===== src/rtl/pipeline_stage_skid.sv =====
// rtl/pipeline_stage_skid.sv - two-entry skid-buffered pipeline stage with stall counter
module pipeline_stage_skid #(
  parameter int PIX_W     = 9,
  parameter int INDEX_W   = 16,
  parameter int WIN_PIX   = 16,
  parameter int FRAME_PIX = 77
) (
  input  logic                       clk,
  input  logic                       reset,
  input  logic                       flush,
  input  logic                       clr_stats,
  input  logic                       in_valid,
  output logic                       in_ready,
  input  logic                       in_trigger,
  input  logic [INDEX_W-1:0]         in_index,
  input  logic [WIN_PIX*PIX_W-1:0]   in_window,
  input  logic [FRAME_PIX*PIX_W-1:0] in_frame,
  output logic                       out_valid,
  input  logic                       out_ready,
  output logic                       out_trigger,
  output logic [INDEX_W-1:0]         out_index,
  output logic [WIN_PIX*PIX_W-1:0]   out_window,
  output logic [FRAME_PIX*PIX_W-1:0] out_frame,
  output logic [15:0]                stall_cnt
);

  localparam int WIN_W = WIN_PIX * PIX_W;
  localparam int FRM_W = FRAME_PIX * PIX_W;
  localparam int PL_W  = 1 + INDEX_W + WIN_W + FRM_W;

  typedef enum logic [1:0] {
    S_EMPTY = 2'd0,
    S_ONE   = 2'd1,
    S_TWO   = 2'd2
  } state_t;

  state_t          state_q, state_d;
  logic [PL_W-1:0] main_q, skid_q, in_pl;
  logic            in_xfer, out_xfer, stall;
  logic            load_main_in, load_main_skid, load_skid;

  // Whole payload travels as one vector so no field can drift from the others.
  assign in_pl = {in_trigger, in_index, in_window, in_frame};
  assign {out_trigger, out_index, out_window, out_frame} = main_q;

  // Handshake outputs come from the registered state only; out_ready never reaches in_ready.
  assign in_ready  = (state_q != S_TWO);
  assign out_valid = (state_q != S_EMPTY);
  assign in_xfer   = in_valid & in_ready;
  assign out_xfer  = out_valid & out_ready;
  assign stall     = out_valid & ~out_ready;

  // State register.
  always_ff @(posedge clk) begin
    if (reset) state_q <= S_EMPTY;
    else       state_q <= state_d;
  end

  // Next state and payload-load selects; flush overrides every transfer.
  always_comb begin
    state_d        = state_q;
    load_main_in   = 1'b0;
    load_main_skid = 1'b0;
    load_skid      = 1'b0;
    if (flush) begin
      state_d = S_EMPTY;
    end else begin
      case (state_q)
        S_EMPTY: begin
          if (in_xfer) begin
            load_main_in = 1'b1;
            state_d      = S_ONE;
          end
        end
        S_ONE: begin
          if (in_xfer && out_xfer) begin
            load_main_in = 1'b1;
          end else if (in_xfer) begin
            load_skid = 1'b1;
            state_d   = S_TWO;
          end else if (out_xfer) begin
            state_d = S_EMPTY;
          end
        end
        S_TWO: begin
          if (out_ready) begin
            load_main_skid = 1'b1;
            state_d        = S_ONE;
          end
        end
        default: state_d = S_EMPTY;
      endcase
    end
  end

  // Payload registers; flush leaves contents alone, only reset clears them.
  always_ff @(posedge clk) begin
    if (reset) begin
      main_q <= '0;
      skid_q <= '0;
    end else begin
      if (load_main_in)        main_q <= in_pl;
      else if (load_main_skid) main_q <= skid_q;
      if (load_skid)           skid_q <= in_pl;
    end
  end

  // Saturating count of cycles where a valid output is held off downstream.
  always_ff @(posedge clk) begin
    if (reset)                             stall_cnt <= '0;
    else if (clr_stats)                    stall_cnt <= '0;
    else if (stall && stall_cnt != 16'hFFFF) stall_cnt <= stall_cnt + 16'd1;
  end

endmodule


===== config.mk =====
export PLATFORM = sky130hd
export DESIGN_NAME = pipeline_stage_skid
export DESIGN_NICKNAME = d
export VERILOG_FILES = /design/src/rtl/pipeline_stage_skid.sv
export SDC_FILE = /design/constraint.sdc
export NUM_CORES = 2
export LEC_CHECK = 0
export CAP_MARGIN = 40
export CORE_AREA = 4 4 675 677
export CTS_BUF_LIST = sky130_fd_sc_hd__clkbuf_4 sky130_fd_sc_hd__clkbuf_8
export DETAILED_ROUTE_END_ITERATION = 10
export DIE_AREA = 0 0 679 681
export PLACE_DENSITY = 0.43
export SYNTH_ARGS = -nofsm -noshare
export SYNTH_HDL_FRONTEND = slang
export SYNTH_SLANG_ARGS = --single-unit

===== constraint.sdc =====
create_clock -name clk -period 2.9 [get_ports clk]
set_clock_uncertainty 0.2 [all_clocks]
set_input_delay 0.29 -clock clk [delete_from_list [all_inputs] [get_ports clk]]
set_output_delay 0.29 -clock clk [all_outputs]
set_load 0.02 [all_outputs]

==> Word-level counts from Yosys, hierarchy flattened <==
Index checks and enable logic that the tools add are counted.
{ "word_totals": {"reg_bits": 1726, "in_bits": 860, "elab_cells": 43} }
{ "op_classes": {"addsub": 1, "eq_ne": 8, "reduce_logical": 8, "bitwise_logic": 4, "muxes": 18} }
{ "ops": {"columns": ["cell", "count"], "rows": [
  ["854-bit two-way mux", 2],
  ["16-bit by 1-bit adder with 16-bit output, second input constant", 1],
  ["16-bit inequality test, second input constant", 1],
  ["2-bit two-way mux", 5],
  ["1-bit two-way mux", 9],
  ["2-bit inequality test, second input constant", 4],
  ["2-bit one-hot mux with 3 select lines", 1],
  ["4-bit AND reduction", 1],
  ["2-bit nonzero test", 2],
  ["2-bit OR reduction", 2],
  ["1-bit AND", 3],
  ["3-bit inequality test, second input constant", 1],
  ["2-bit by 1-bit equality test with 1-bit output, second input constant", 1],
  ["2-bit equality test, second input constant", 1],
  ["1-bit logical AND", 2],
  ["2-bit zero test", 1],
  ["1-bit one-hot mux with 2 select lines", 1],
  ["1-bit NOT", 1]
]} }

==> Logic depth before layout (Yosys ltp) <==
{ "logic_depth": {"word_depth": 7, "ltp_mapped": 10, "mapped_depth_nobuf": 5} }

==> Worst setup path after synthesis <==
Ideal clock, no wire load.
{ "synth_timing": {"path_type": "register to register", "from": "register state_q[0]", "to": "register skid_q[693]", "period_less_slack_ns": 2.026, "setup_slack_ns": 0.874, "n_path_buf": 6, "arrival_ns": 1.694, "stages_incl_launch_ff": 11, "cell_sequence": "dfxtp_1 -> buf_2 -> nand2b_1 -> buf_2 -> or3_1 -> buf_2 -> buf_2 -> buf_2 -> buf_2 -> nand2_1 -> a21oi_1"} }
{ "synth_via": {"elab_chain_len": 6} }
{ "synth_rtl": {"columns": ["element", "line_no", "rtl"], "rows": [
  ["start, declared", "37", "state_t state_q, state_d;"],
  ["start signal, assigned", "56", "else state_q <= state_d;"],
  ["2-bit inequality test or 2-bit nonzero test (tied branches)", "47, 48", null],
  ["1-bit AND, on equally long branches", "49, 50", null],
  ["1-bit two-way mux or 1-bit logical AND (tied branches)", "78, 76", null],
  ["1-bit two-way mux", "76", "if (in_xfer && out_xfer) begin"],
  ["1-bit two-way mux (*)", "68", "case (state_q)"],
  ["1-bit two-way mux (*)", "65", "if (flush) begin"],
  ["end signal, assigned", "104", "if (load_skid) skid_q <= in_pl;"],
  ["end, declared", "38", "logic [PL_W-1:0] main_q, skid_q, in_pl;"]
]} }
Every way passes the cells marked *; elsewhere a longest branch is shown, timed or not.
A chain may end at the register's enable or synchronous reset.

==> Worst setup path after layout <==
{ "layout_timing": {"from": "register main_q[597]", "to": "output out_frame[597]"} }
{ "layout_rtl": {"columns": ["element", "line_no", "rtl"], "rows": [
  ["start, declared", "38", null],
  ["start signal, assigned", "102", "if (load_main_in) main_q <= in_pl;"],
  ["start signal, assigned", "103", "else if (load_main_skid) main_q <= skid_q;"],
  ["end, declared", "23", "output logic [FRAME_PIX*PIX_W-1:0] out_frame,"]
]} }
No word-level cell between the ends.

==> out/metrics.cfg <==
[grt]
grt_pass1_wl_mm = 541.9
grt_max_degree = 108
antenna_found_initial = 127
gr-total-overflow = 0
track_usage = 0.1634
grt_pass1_vias = 65729

[detailed_routing]
via_per_inst = 4.041
drc = 0
dr_wl_met2_mm = 193.4
ant_nets = 0
top_layer_used = met5
finalWirelength_mm = 399.5
vias = 67411
post_drt_wl_per_cell_um = 23.95
drt_iter0_drc = 4553
wl_met1_mm = 156.5
drt_pre_antenna_iters = 5
route.met3.wl_mm = 33.85

[clocking]
cts_made_buffers = 340
clock_latency_ns = 1.01
post_cts.repair.setup_buffers = 0
cts_buffer_depth = 4
cts_root_buf = clkbuf_8
cts_tree = built
ctsHtreeMaxLevel = 5
cts_sinks = 1726
clkTransAtPathRegs_ns = 0.06

[pwr]
finalPower_w = 0.06038
pwr_density_cell_nw_per_um2 = 571.9
power_leakage_nw = 35.87
peakVddDrop_mv = 0.3822

[timing]
drv_slew = 0
post-route-period-util = 0.9328
worstMarginPinSlew_ns = 0.8886
finalHoldViolations = 0
finalSetupViolCount = 0
slew_headroom = 0.4099
fin_ws_ns = 0.1948
finalSetupTns_ns = 0
rsz0062_at_grt = false
fmax_mhz = 369.7
layout_min_cycle_time_ns = 2.705

[floorplanning]
die_w_um = 679
initial_core_util = 0.1412
io_pins = 1732
row_count = 246
die_y_um = 681
core_area_um2 = 448800
die_area_um2 = 462400

[critical_path]
cpPeakStageDelay_ns = 0.87
cp-end-kind = output port
cp_slowest_cell = clkdlybuf4s50_1
critPathBufInv = 1
path_depth = 1
crit_chain = clkdlybuf4s50_1
cp_max_fo = 2
worstRegToRegCells = 7
worstPathRequired_ns = 2.41
cp_top_family = buffers and inverters
worstPathArrival_ns = 2.22
start_kind = register
crit_type = reg -> out

[finish]
finalNonFillerCells = 16683
final_common_cell = nand2_1
layout-drive-gt1-share = 0.08736
fill_cells = 49307
multi_input_area_um2 = 25800
final_nets = 11250
final_cell_mix = nand2_1, dfxtp_1, a21oi_1
fin_util = 0.2352
syn_to_final_growth_pct = 66.55
ff_latch_area_um2 = 34580

[min_path]
hold_path.class = in -> reg
hold_depth = 4

[synthesis]
synth_area_leaders = dfxtp_1, nand2_1, a21oi_1, a22oi_1, clkbuf_1
synth-edff-count = 0
syn-cell-area_um2 = 63390
synth_nets = 8642
synth_warnings = 0
synth_top_area_frac = 0.5451
yosysSeqAreaShare = 0.5451
synth_cells = 7781
ys.flop_type = dfxtp_1
synth_area_leader_cell = dfxtp_1
ys_types = 44
ys_ff_latch = 1726
async_flop_share = 0
syn_avg_cell_area_um2 = 8.146

[place]
pre_cts_slack_ns = 0.1821
place_hpwl_mm = 309.0
port_buffers = 1731
gp_congestion = 0.8866
dpl.cell_count = 15069

[run]
max_cap_viol_count = 0

[outcome]
status = finished clean

[layout make-up]
type                            instances  share of cell area
Sequential cell                      1726              0.3275
Antenna cell                           85            0.002015
Clock buffer                          533             0.06238
Multi-Input combinational cell       5370              0.2444
Clock inverter                         66            0.008166
Tap cell                             5952             0.07054
Timing Repair Buffer                 2949              0.2849
Inverter                                2          0.00007111
[metrics by stage]
| step | hold slack (ns) | instance area [um^2] |
|---|---|---|
| floorplan | 0.1669 | 63390 |
| global placement | 0.2410 | 88760 |
| detailed placement | 0.2466 | 88760 |
| CTS | 0.0004146 | 105300 |
| global route | 0.07311 | 105500 |
| finish | 0.2123 | 105600 |
[cells in the mapped netlist, drive strengths merged, types with 2 or more instances]
cell,number
inv,2
dfxtp,1726
or2,3
nor4,4
a31o,3
a311oi,139
a2111o,2
nand3,6
a21oi,1581
buf,324
a31oi,5
a211oi,3
nand4,7
nor2,146
nor3,7
nand2,2713
and3,3
clkbuf,359
and4,2
a22oi,716
or3,5
o21ai,6
nand2b,3
[final timing paths]
path	startpoint	endpoint	slack (ns)
max reg2reg	state_q[0]	skid_q[624]	0.20
max	main_q[597]	out_frame[597]	0.19
min	in_frame[244]	skid_q[244]	0.21
min reg2reg	skid_q[5]	main_q[5]	0.23
[cell families after synthesis]
| family | after synthesis | synth area share |
|---|---|---|
| simple gates | 2905 | 0.1739 |
| compound gates | 2463 | 0.2322 |
| fa+ha+maj | 1 | 0.0001974 |
| buf+inv | 685 | 0.04836 |
| mux | 1 | 0.0001579 |
| flops | 1726 | 0.5451 |
[routing by layer]
layer,up-vias,GRT usage
met1,32631,0.1862
li1,31936,-
met2,2195,0.2799
met3,617,0.05813
met5,-,0
met4,32,0.05977
[report_power, final]
group | internal, W | total, W | switching [W]
Sequential | 0.0245 | 0.0250 | 0.000545
Clock | 0.0155 | 0.0275 | 0.0120
Combinational | 0.00358 | 0.00786 | 0.00428
Total | 0.0436 | 0.0604 | 0.0168
[flip-flops by register name (all words and copies together) (netlist names)]
register	count
skid_q	854
stall_cnt	16
state_q	2
main_q	854
[repair_timing]
item / 4_1_cts / 5_1_grt
setup endpoints to repair: 174 / 1
hold buffers: 929 / 0
gates resized for setup: 186 / 1
endpoints found under the hold margin: 1726 / 0
Note: power is estimated with default switching activity, not from simulation.
